### src/rtl/ram_arb_pkg.sv
// Shared types and constants for the line-wide RAM arbiter and the arbiters reused
// for other shared buses.
package ram_arb_pkg;

    localparam int DEFAULT_LINE_WIDTH = 128;

    localparam logic [1:0] ST_IDLE   = 2'd0;
    localparam logic [1:0] ST_ACCESS = 2'd1;
    localparam logic [1:0] ST_WAIT   = 2'd2;
    localparam logic [1:0] ST_RESP   = 2'd3;

    typedef enum logic {
        REQ_IC = 1'b0,
        REQ_DC = 1'b1
    } req_id_t;

    function automatic int strb_width(input int line_width);
        return line_width / 8;
    endfunction

endpackage

### src/rtl/rr_arb2.sv
// Two-way round-robin arbiter: a sole requester wins, a tie goes to the side that
// did not win last time. Output is one-hot or zero.
module rr_arb2 (
    input  logic [1:0] req,
    input  logic       last_grant,
    input  logic       enable,
    output logic [1:0] grant
);

    always_comb begin
        grant = 2'b00;
        if (enable) begin
            if (&req) begin
                grant = last_grant ? 2'b01 : 2'b10;
            end else begin
                grant = req;
            end
        end
    end

endmodule

### src/rtl/ram_line_arbiter.sv
// Shares the single-ported line RAM between icache and dcache, one transaction at a
// time: grant, one access cycle, wait for read data, then hold the response.
module ram_line_arbiter
    import ram_arb_pkg::*;
#(
    parameter int ADDR_WIDTH   = 15,
    parameter int LINE_WIDTH   = DEFAULT_LINE_WIDTH,
    parameter int READ_LATENCY = 1
) (
    input  logic                    clk_i,
    input  logic                    rst_ni,
    input  logic                    ic_req_valid_i,
    output logic                    ic_req_ready_o,
    input  logic [ADDR_WIDTH-1:0]   ic_addr_i,
    output logic                    ic_rsp_valid_o,
    input  logic                    ic_rsp_ready_i,
    output logic [LINE_WIDTH-1:0]   ic_rsp_data_o,
    input  logic                    dc_req_valid_i,
    output logic                    dc_req_ready_o,
    input  logic                    dc_req_we_i,
    input  logic [ADDR_WIDTH-1:0]   dc_addr_i,
    input  logic [LINE_WIDTH-1:0]   dc_wdata_i,
    input  logic [LINE_WIDTH/8-1:0] dc_wstrb_i,
    output logic                    dc_rsp_valid_o,
    input  logic                    dc_rsp_ready_i,
    output logic [LINE_WIDTH-1:0]   dc_rsp_data_o,
    output logic [ADDR_WIDTH-1:0]   mem_addr_o,
    output logic [LINE_WIDTH-1:0]   mem_wdata_o,
    output logic [LINE_WIDTH/8-1:0] mem_wstrb_o,
    output logic                    mem_rd_en_o,
    input  logic [LINE_WIDTH-1:0]   mem_rdata_i,
    input  logic                    prog_busy_i
);

    localparam int STRB_W = strb_width(LINE_WIDTH);
    localparam int LAT_W  = (READ_LATENCY > 1) ? $clog2(READ_LATENCY) : 1;

    logic [1:0]            state_q;
    req_id_t               owner_q;
    req_id_t               last_grant_q;
    logic [ADDR_WIDTH-1:0] addr_q;
    logic                  we_q;
    logic [LINE_WIDTH-1:0] wdata_q;
    logic [STRB_W-1:0]     wstrb_q;
    logic [LINE_WIDTH-1:0] rsp_data_q;
    logic [LAT_W-1:0]      lat_ctr_q;
    logic [1:0]            grant;
    logic                  owner_rsp_ready;

    // Gating with rst_ni keeps both readies low while reset is held.
    rr_arb2 u_arb (
        .req        ({dc_req_valid_i, ic_req_valid_i}),
        .last_grant (last_grant_q == REQ_DC),
        .enable     (rst_ni && (state_q == ST_IDLE) && !prog_busy_i),
        .grant      (grant)
    );

    assign ic_req_ready_o  = grant[0];
    assign dc_req_ready_o  = grant[1];
    assign owner_rsp_ready = (owner_q == REQ_IC) ? ic_rsp_ready_i : dc_rsp_ready_i;

    always_ff @(posedge clk_i or negedge rst_ni) begin
        if (!rst_ni) begin
            state_q      <= ST_IDLE;
            owner_q      <= REQ_IC;
            last_grant_q <= REQ_DC;
            addr_q       <= '0;
            we_q         <= 1'b0;
            wdata_q      <= '0;
            wstrb_q      <= '0;
            rsp_data_q   <= '0;
            lat_ctr_q    <= '0;
        end else begin
            case (state_q)
                ST_IDLE: begin
                    if (|grant) begin
                        owner_q      <= grant[1] ? REQ_DC : REQ_IC;
                        last_grant_q <= grant[1] ? REQ_DC : REQ_IC;
                        addr_q       <= grant[1] ? dc_addr_i : ic_addr_i;
                        we_q         <= grant[1] & dc_req_we_i;
                        wdata_q      <= grant[1] ? dc_wdata_i : '0;
                        wstrb_q      <= grant[1] ? dc_wstrb_i : '0;
                        state_q      <= ST_ACCESS;
                    end
                end
                ST_ACCESS: begin
                    if (we_q) begin
                        rsp_data_q <= '0;
                        state_q    <= ST_RESP;
                    end else begin
                        lat_ctr_q <= LAT_W'(READ_LATENCY - 1);
                        state_q   <= ST_WAIT;
                    end
                end
                ST_WAIT: begin
                    if (lat_ctr_q == '0) begin
                        rsp_data_q <= mem_rdata_i;
                        state_q    <= ST_RESP;
                    end else begin
                        lat_ctr_q <= lat_ctr_q - LAT_W'(1);
                    end
                end
                ST_RESP: begin
                    if (owner_rsp_ready) begin
                        state_q <= ST_IDLE;
                    end
                end
                default: state_q <= ST_IDLE;
            endcase
        end
    end

    // The RAM writes whenever any strobe is set, so strobes exist only in ACCESS.
    assign mem_addr_o     = addr_q;
    assign mem_wdata_o    = wdata_q;
    assign mem_rd_en_o    = (state_q == ST_ACCESS) && !we_q;
    assign mem_wstrb_o    = ((state_q == ST_ACCESS) && we_q) ? wstrb_q : '0;

    assign ic_rsp_valid_o = (state_q == ST_RESP) && (owner_q == REQ_IC);
    assign dc_rsp_valid_o = (state_q == ST_RESP) && (owner_q == REQ_DC);
    assign ic_rsp_data_o  = ic_rsp_valid_o ? rsp_data_q : '0;
    assign dc_rsp_data_o  = dc_rsp_valid_o ? rsp_data_q : '0;

endmodule

### config.mk
export PLATFORM = sky130hd
export DESIGN_NAME = ram_line_arbiter
export DESIGN_NICKNAME = d
export VERILOG_FILES = /design/src/rtl/ram_arb_pkg.sv /design/src/rtl/rr_arb2.sv /design/src/rtl/ram_line_arbiter.sv
export SDC_FILE = /design/constraint.sdc
export NUM_CORES = 1
export LEC_CHECK = 0
export BUFFER_PORTS_ARGS = -buffer_cell sky130_fd_sc_hd__buf_2
export CAP_MARGIN = 20
export CELL_PAD_IN_SITES_DETAIL_PLACEMENT = 1
export CELL_PAD_IN_SITES_GLOBAL_PLACEMENT = 1
export CORE_AREA = 2 2 285 287
export DETAILED_ROUTE_END_ITERATION = 16
export DIE_AREA = 0 0 287 289
export GPL_TIMING_DRIVEN = 1
export PLACE_DENSITY_LB_ADDON = 0.15
export SYNTH_ARGS = -nofsm -noshare
export SYNTH_HDL_FRONTEND = slang
export SYNTH_HIERARCHICAL = 1
export SYNTH_SLANG_ARGS = --single-unit
### constraint.sdc
create_clock -name clk_i -period 3.02 [get_ports clk_i]
set_input_delay 0.302 -clock clk_i [delete_from_list [all_inputs] [get_ports clk_i]]
set_output_delay 0.302 -clock clk_i [all_outputs]
set_load 0.03 [all_outputs]
==> qor.yml, run 1 <==
clock_network:
  numCtsBuffers: 40
  htree_levels: 2
  cts_num_sinks: 292
  path_clk_slew_ns: 0.06
  root_buffer: "clkbuf_16"
  clk_path_buf_depth: 3
  clk_latency_ns: 0.56
  cts_tree: "done"
setup_path:
  cp_max_fo: 129
  critical_path_arrival_ns: 2.54
  required_ns: 2.72
  slowest_stage: "dfrtp_1"
  critPathMaxStageDelay_ns: 0.47
  crit_type: "flip-flop to output pin"
  startpoint_type: "flip-flop"
  reg2reg_depth: 10
  endpoint_kind: "output pin"
  path_cells: "ha_4 -> nor2b_4 -> clkbuf_16 -> and2_1 -> buf_2"
route:
  final_antenna_net_count: 0
  firstDrtPassIters: 4
  wl_per_cell_um: 18.9
  via_count: 13700
  via_per_inst: 4.06
  drcViolationCount: 0
  drt_first_iter_violations: 450
  drt_wl_total_um: 63800
min_path:
  holdPathStages: 3
  hold_path_class: "input pin to flip-flop"
die:
  start_util_pct: 16.6
  die_w_um: 287
  io-pin-count: 730
  design.core.area_um2: 79900
  die_area_um2: 82900
  die_y_um: 289
  rows: 104
yosys:
  synth_cells: 1333
  ys_warn_count: 6
  mappedNetlistNets: 1649
  synth_top_flop_cell: "dfrtp_1"
  synthesis.area_um2: 13200
  synth_seq_cells: 292
  async_flop_share_pct: 100
  ys_seq_area_share_pct: 55.3
  synth_edf_count: 0
  avgSynthCellArea_um2: 9.92
  yosys.cell_types.count: 27
sta:
  setup_violations: 0
  rsz0062_at_grt: "false"
  tns_ns: 0
  relSlewSlack_pct: 37.3
  clock_skew_ns: 0.0328
  fmax_mhz: 352
  hold_violations: 0
  period_share_pct: 94.2
  fin_crit_ns: 2.84
  tightest_slew_ns: 0.940
  finalMaxSlewViolations: 0
place:
  placed_area_um2: 18000
  hpwlAfterDp_um: 44900
  numPortBuffers: 729
  gp_congestion: 0.798
  placedCellCount: 3034
global_route:
  grt_pass1_wl_um: 93000
  grt_usage_pct: 14.5
  antenna_found_initial: 13
  globalRouteOverflowTotal: 0
  grt_pass1_vias: 14800
  grt_max_degree: 151
power_and_ir_drop:
  p_leak_nw: 12.4
  power_w: 0.0222
  power.density_nw_per_um2: 1010
  ir_worst_vdd_mv: 0.549
status:
  status: "complete, no violations"
layout:
  final_cell_mix: "buf_2, nand2_1, dfrtp_1, dlygate4sd3_1, nand3_1"
  nNetsFinal: 2602
  fill_cells: 9426
  fin_area_um2: 22100
  drive_gt1_share_pct: 36.6
  multi_input_comb_area_um2: 5220
  seqCellArea_um2: 7310
  area_growth_pct: 66.8
  final_cells: 3380
  final_common_cell: "buf_2"
job:
  drv_cap: 0
[per-layer routing]
metal  GRT usage [%]  vias up  part of all wire [%]
li1                -     6439                     -
met1            17.2     6664                    41
met2            24.6      512                    48
met3            5.49       83                   9.2
met4            3.63       14                   2.1
met5               0        -                  0.16
[state kept, by name, summed over array words and instances (netlist names)]
name and cells:
mem_wdata_o 128, rsp_data_q 128, wstrb_q 16, mem_addr_o 15
state_q 2, last_grant_q 1, owner_q 1, we_q 1
[final timing paths]
path                                          from                      endpoint  slack [ns]
setup / recovery            state_q[1]$_DFFE_PN0P_             ic_rsp_data_o[45]        0.18
hold / removal                     dc_wdata_i[124]  mem_wdata_o[124]$_DFFE_PN0P_        0.04
setup reg to reg            state_q[0]$_DFFE_PN0P_     mem_addr_o[7]$_DFFE_PN0P_        0.56
hold reg to reg            wstrb_q[12]$_DFFE_PN0P_       wstrb_q[12]$_DFFE_PN0P_        0.46
max in group asynchronous                   rst_ni    rsp_data_q[51]$_DFFE_PN0P_        1.70
min in group asynchronous                   rst_ni   mem_wdata_o[22]$_DFFE_PN0P_        0.16
[area by class of cell]
class / instances / area share, %
well taps: 1060 / 6.01
diodes: 5 / 0.0567
multi-input cells: 910 / 23.7
flip-flops and latches: 292 / 33.2
clock inverters: 11 / 0.579
clock buffers: 60 / 5.38
inverters: 3 / 0.0511
repair buffers: 1039 / 31.1
[critical path: cells and delay by family (launching register included)]
kind	cells	cell delay (ns)
adders and majority gates	1	0.33
buffers and inverters	2	0.54
DFF	1	0.47
and+or+nand+nor	2	0.44
[cells by family (layout without fill, tap and decap cells)]
group | after synthesis | after routing | synth area share (%)
mux | 17 | 17 | 1.38
flops | 292 | 292 | 55.3
buf+inv | 131 | 1113 | 5.68
compound gates | 152 | 152 | 9.54
other cells | 0 | 5 | 0
simple gates | 735 | 735 | 27.6
fa+ha+maj | 6 | 6 | 0.568
[Yosys cell counts (2+ instances only)]
master,instances,area [µm²]
buf_4,14,105
a21oi_1,2,10.0
clkbuf_1,71,267
o21ai_0,16,80.1
nand2_1,311,1170
nand3_1,145,726
buf_2,25,125
nor2_1,3,11.3
and2_1,129,807
buf_6,6,67.6
nor2b_4,2,27.5
ha_1,6,75.1
mux2i_1,16,160
inv_1,3,11.3
and3_1,144,901
a22o_1,130,1140
dfrtp_1,291,7280
buf_8,10,150
[metrics by stage]
stage | setup slack (ns) | hold slack [ns] | util (%)
floorplan | 0.141 | 0.00641 | -
global placement | 0.664 | 0.149 | 22.5
detailed placement | 0.604 | 0.153 | 22.5
CTS | 0.0274 | 0.00282 | 27.5
global route | 0.0356 | 0.0302 | 27.6
finish | 0.176 | 0.0440 | 27.6
[report_power, final]
part           internal [W]  switching, W  total [W]  leakage, nW
registers           0.00576       0.00135    0.00710         3.79
logic               0.00340       0.00692     0.0103         7.96
clock network       0.00288       0.00191    0.00479        0.650
total                0.0120        0.0102     0.0222         12.4
[timing repair]
| action | 4_1_cts | 5_1_grt |
|---|---|---|
| setup buffers | 0 | 3 |
| hold buffers | 265 | 0 |
| endpoints found under the setup margin | 0 | 86 |
| resized for setup | 0 | 4 |
| hold endpoints to repair | 308 | 0 |
Power figures use the tool's default switching activity.
==> run 2, diff against run 1 <==
--- a/config.mk
+++ b/config.mk
@@ -5,6 +5,7 @@
 export SDC_FILE = /design/constraint.sdc
 export NUM_CORES = 1
 export LEC_CHECK = 0
+export ABC_CLOCK_PERIOD_IN_PS = 3020
 export BUFFER_PORTS_ARGS = -buffer_cell sky130_fd_sc_hd__buf_2
 export CAP_MARGIN = 20
 export CELL_PAD_IN_SITES_DETAIL_PLACEMENT = 1
@@ -13,7 +14,7 @@
 export DETAILED_ROUTE_END_ITERATION = 16
 export DIE_AREA = 0 0 287 289
 export GPL_TIMING_DRIVEN = 1
-export PLACE_DENSITY_LB_ADDON = 0.15
+export PLACE_DENSITY_LB_ADDON = 0.1
 export SYNTH_ARGS = -nofsm -noshare
 export SYNTH_HDL_FRONTEND = slang
 export SYNTH_HIERARCHICAL = 1
==> run 2 against run 1 <==
Routed wire length grew 1.9%. Largest power group unchanged. Setup slack is essentially flat. Final cell count grew 0.33%. Die area is the same. Worst hold slack lost 0.0026 ns. Sequential power is essentially flat. Critical path depth is the same. Largest cell class unchanged. Final area grew 0.55%. Sequential share of layout area shrank 0.19 points. Clock power is essentially flat. Fmax is essentially flat.
==> qor.yml, run 2 (same netlist as run 1, synthesis figures left out) <==
setup_path:
  r2r_start: "state_q[0]$_DFFE_PN0P_"
  reg2reg_depth: 12
  rr_endpoint: "mem_wdata_o[65]$_DFFE_PN0P_"
  critical_path_arrival_ns: 2.54
  setup.worst_path.start: "state_q[0]$_DFFE_PN0P_"
  crit_type: "flip-flop to output pin"
  path_buf_inv: 2
  r2r_setup_slack_ns: 0.46
  path_cells: "ha_4 -> nor2b_4 -> buf_16 -> and2_1 -> buf_2"
  critPathMaxStageDelay_ns: 0.48
  crit_family: "buffers and inverters"
  cp_max_fo: 129
  slowest_stage: "dfrtp_1"
  required_ns: 2.72
  endpoint_kind: "output pin"
  startpoint_type: "flip-flop"
clock_network:
  cts_tree: "done"
  htree_levels: 2
  clk_latency_ns: 0.56
  root_buffer: "clkbuf_16"
  path_clk_slew_ns: 0.06
  cts_num_sinks: 292
  numCtsBuffers: 40
  clk_path_buf_depth: 3
status:
  status: "complete, no violations"
layout:
  fill_cells: 9433
  final_cell_mix: "buf_2, nand2_1, dfrtp_1, dlygate4sd3_1, nand3_1"
  final_common_cell: "buf_2"
  drive_gt1_share_pct: 36.3
  area_growth_pct: 67.7
  nNetsFinal: 2611
  final_cells: 3391
route:
  via_count: 13800
  via_per_inst: 4.07
  final_antenna_net_count: 0
  drt_wl_total_um: 65000
  firstDrtPassIters: 6
  drcViolationCount: 0
  drt_first_iter_violations: 467
  wl_per_cell_um: 19.2
place:
  hpwlAfterDp_um: 45600
  placedCellCount: 3031
  numPortBuffers: 729
  gp_congestion: 0.743
sta:
  rsz0062_at_grt: "false"
  fmax_mhz: 352
  relSlewSlack_pct: 34.8
  fin_crit_ns: 2.84
  setup_violations: 0
  clock_skew_ns: 0.0302
  tightest_slew_ns: 0.978
  finalMaxSlewViolations: 0
  hold_violations: 0
  period_share_pct: 94.1
  tns_ns: 0
power_and_ir_drop:
  p_sw_w: 0.0102
  combinationalPowerShare_pct: 46.7
  p_leak_nw: 12.4
  p_sw_share_pct: 45.9
  pwr-share-seq_pct: 31.8
  power.density_nw_per_um2: 1010
  p_int_w: 0.0121
  p_clk_share_pct: 21.5
  ir_worst_vdd_mv: 0.599
job:
  drv_cap: 0
min_path:
  holdPathStages: 3
  holdPathEnd: "mem_wdata_o[39]$_DFFE_PN0P_"
  hp-start: "dc_wdata_i[39]"
  hold_path_class: "input pin to flip-flop"
die:
  design.core.area_um2: 79900
  rows: 104
  io-pin-count: 730
  start_util_pct: 16.6
  die_area_um2: 82900
  die_w_um: 287
  die_y_um: 289
global_route:
  globalRouteOverflowTotal: 0
  grt_max_degree: 150
  grt_usage_pct: 15.0
  antenna_found_initial: 11
  grt_pass1_vias: 15000
  grt_pass1_wl_um: 95700
[run 2: cell count changes in the layout (fill, tap and decap cells not counted), moves of 2 or more]
cell	change
clkinv_2	+3
buf_16	+2
buf_6	-2
buf_4	-3
dlygate4sd3_1	+14
clkinv_4	-2
[run 2: power by group through the flow]
stage	sequential, W	clock, W	combinational [W]
floorplan	0.00841	0	0.00524
global placement	0.00711	0	0.0101
detailed placement	0.00715	0	0.0102
CTS	0.00712	0.00501	0.0106
global route	0.00736	0.00515	0.0113
finish	0.00709	0.00480	0.0104
[run 2: worst max path at each step]
stage / depth (start not counted) / to
3_5_place_dp: 8 / dc_req_ready_o
2_1_floorplan: 13 / state_q[0]$_DFFE_PN0P_
3_3_place_gp: 8 / dc_req_ready_o
4_1_cts: 5 / ic_rsp_data_o[100]
6_report: 5 / ic_rsp_data_o[87]
5_1_grt: 8 / dc_req_ready_o
[run 2: cell type report]
type,instances,area [µm²],area share (%)
clock inverters,13,125,0.564
clock buffers,61,1200,5.42
inverters,3,11.3,0.0508
repair buffers,1048,6970,31.4
flip-flops and latches,292,7310,33.0
diodes,4,10.0,0.0451
well taps,1060,1330,5.98
multi-input cells,910,5220,23.5
[run 2: tightest hold or removal path, delay by kind of cell]
| kind | cells | cell delay [ns] |
|---|---|---|
| simple gates | 2 | 0.15 |
| buf+inv | 1 | 0.11 |
[run 2: metal layers]
metal / share of wire (%) / global-route usage, % / vias to the layer above
met2: 50 / 26.6 / 488
li1: - / - / 6453
met5: 0.11 / 0 / -
met3: 8.3 / 5.12 / 82
met4: 2.0 / 3.58 / 10
met1: 40 / 17.3 / 6777
[run 2: through the flow]
step	total power, W	util (%)	hold WS, ns	setup WS, ns	area, µm²
5_1_grt	0.0238	27.8	0.0224	0.0132	22200
3_5_place_dp	0.0174	22.5	0.450	0.426	18000
4_1_cts	0.0228	27.7	0.00116	0.0526	22200
3_3_place_gp	0.0173	22.5	0.445	0.446	18000
2_1_floorplan	0.0137	-	0.00641	0.141	13200
6_report	0.0223	27.8	0.0414	0.177	22200
[run 2: repair_timing]
action,in CTS,in global routing
setup buffers,2,0
hold buffers,279,0
resized for setup,2,0
setup endpoints to repair,3,0
hold endpoints to repair,318,0
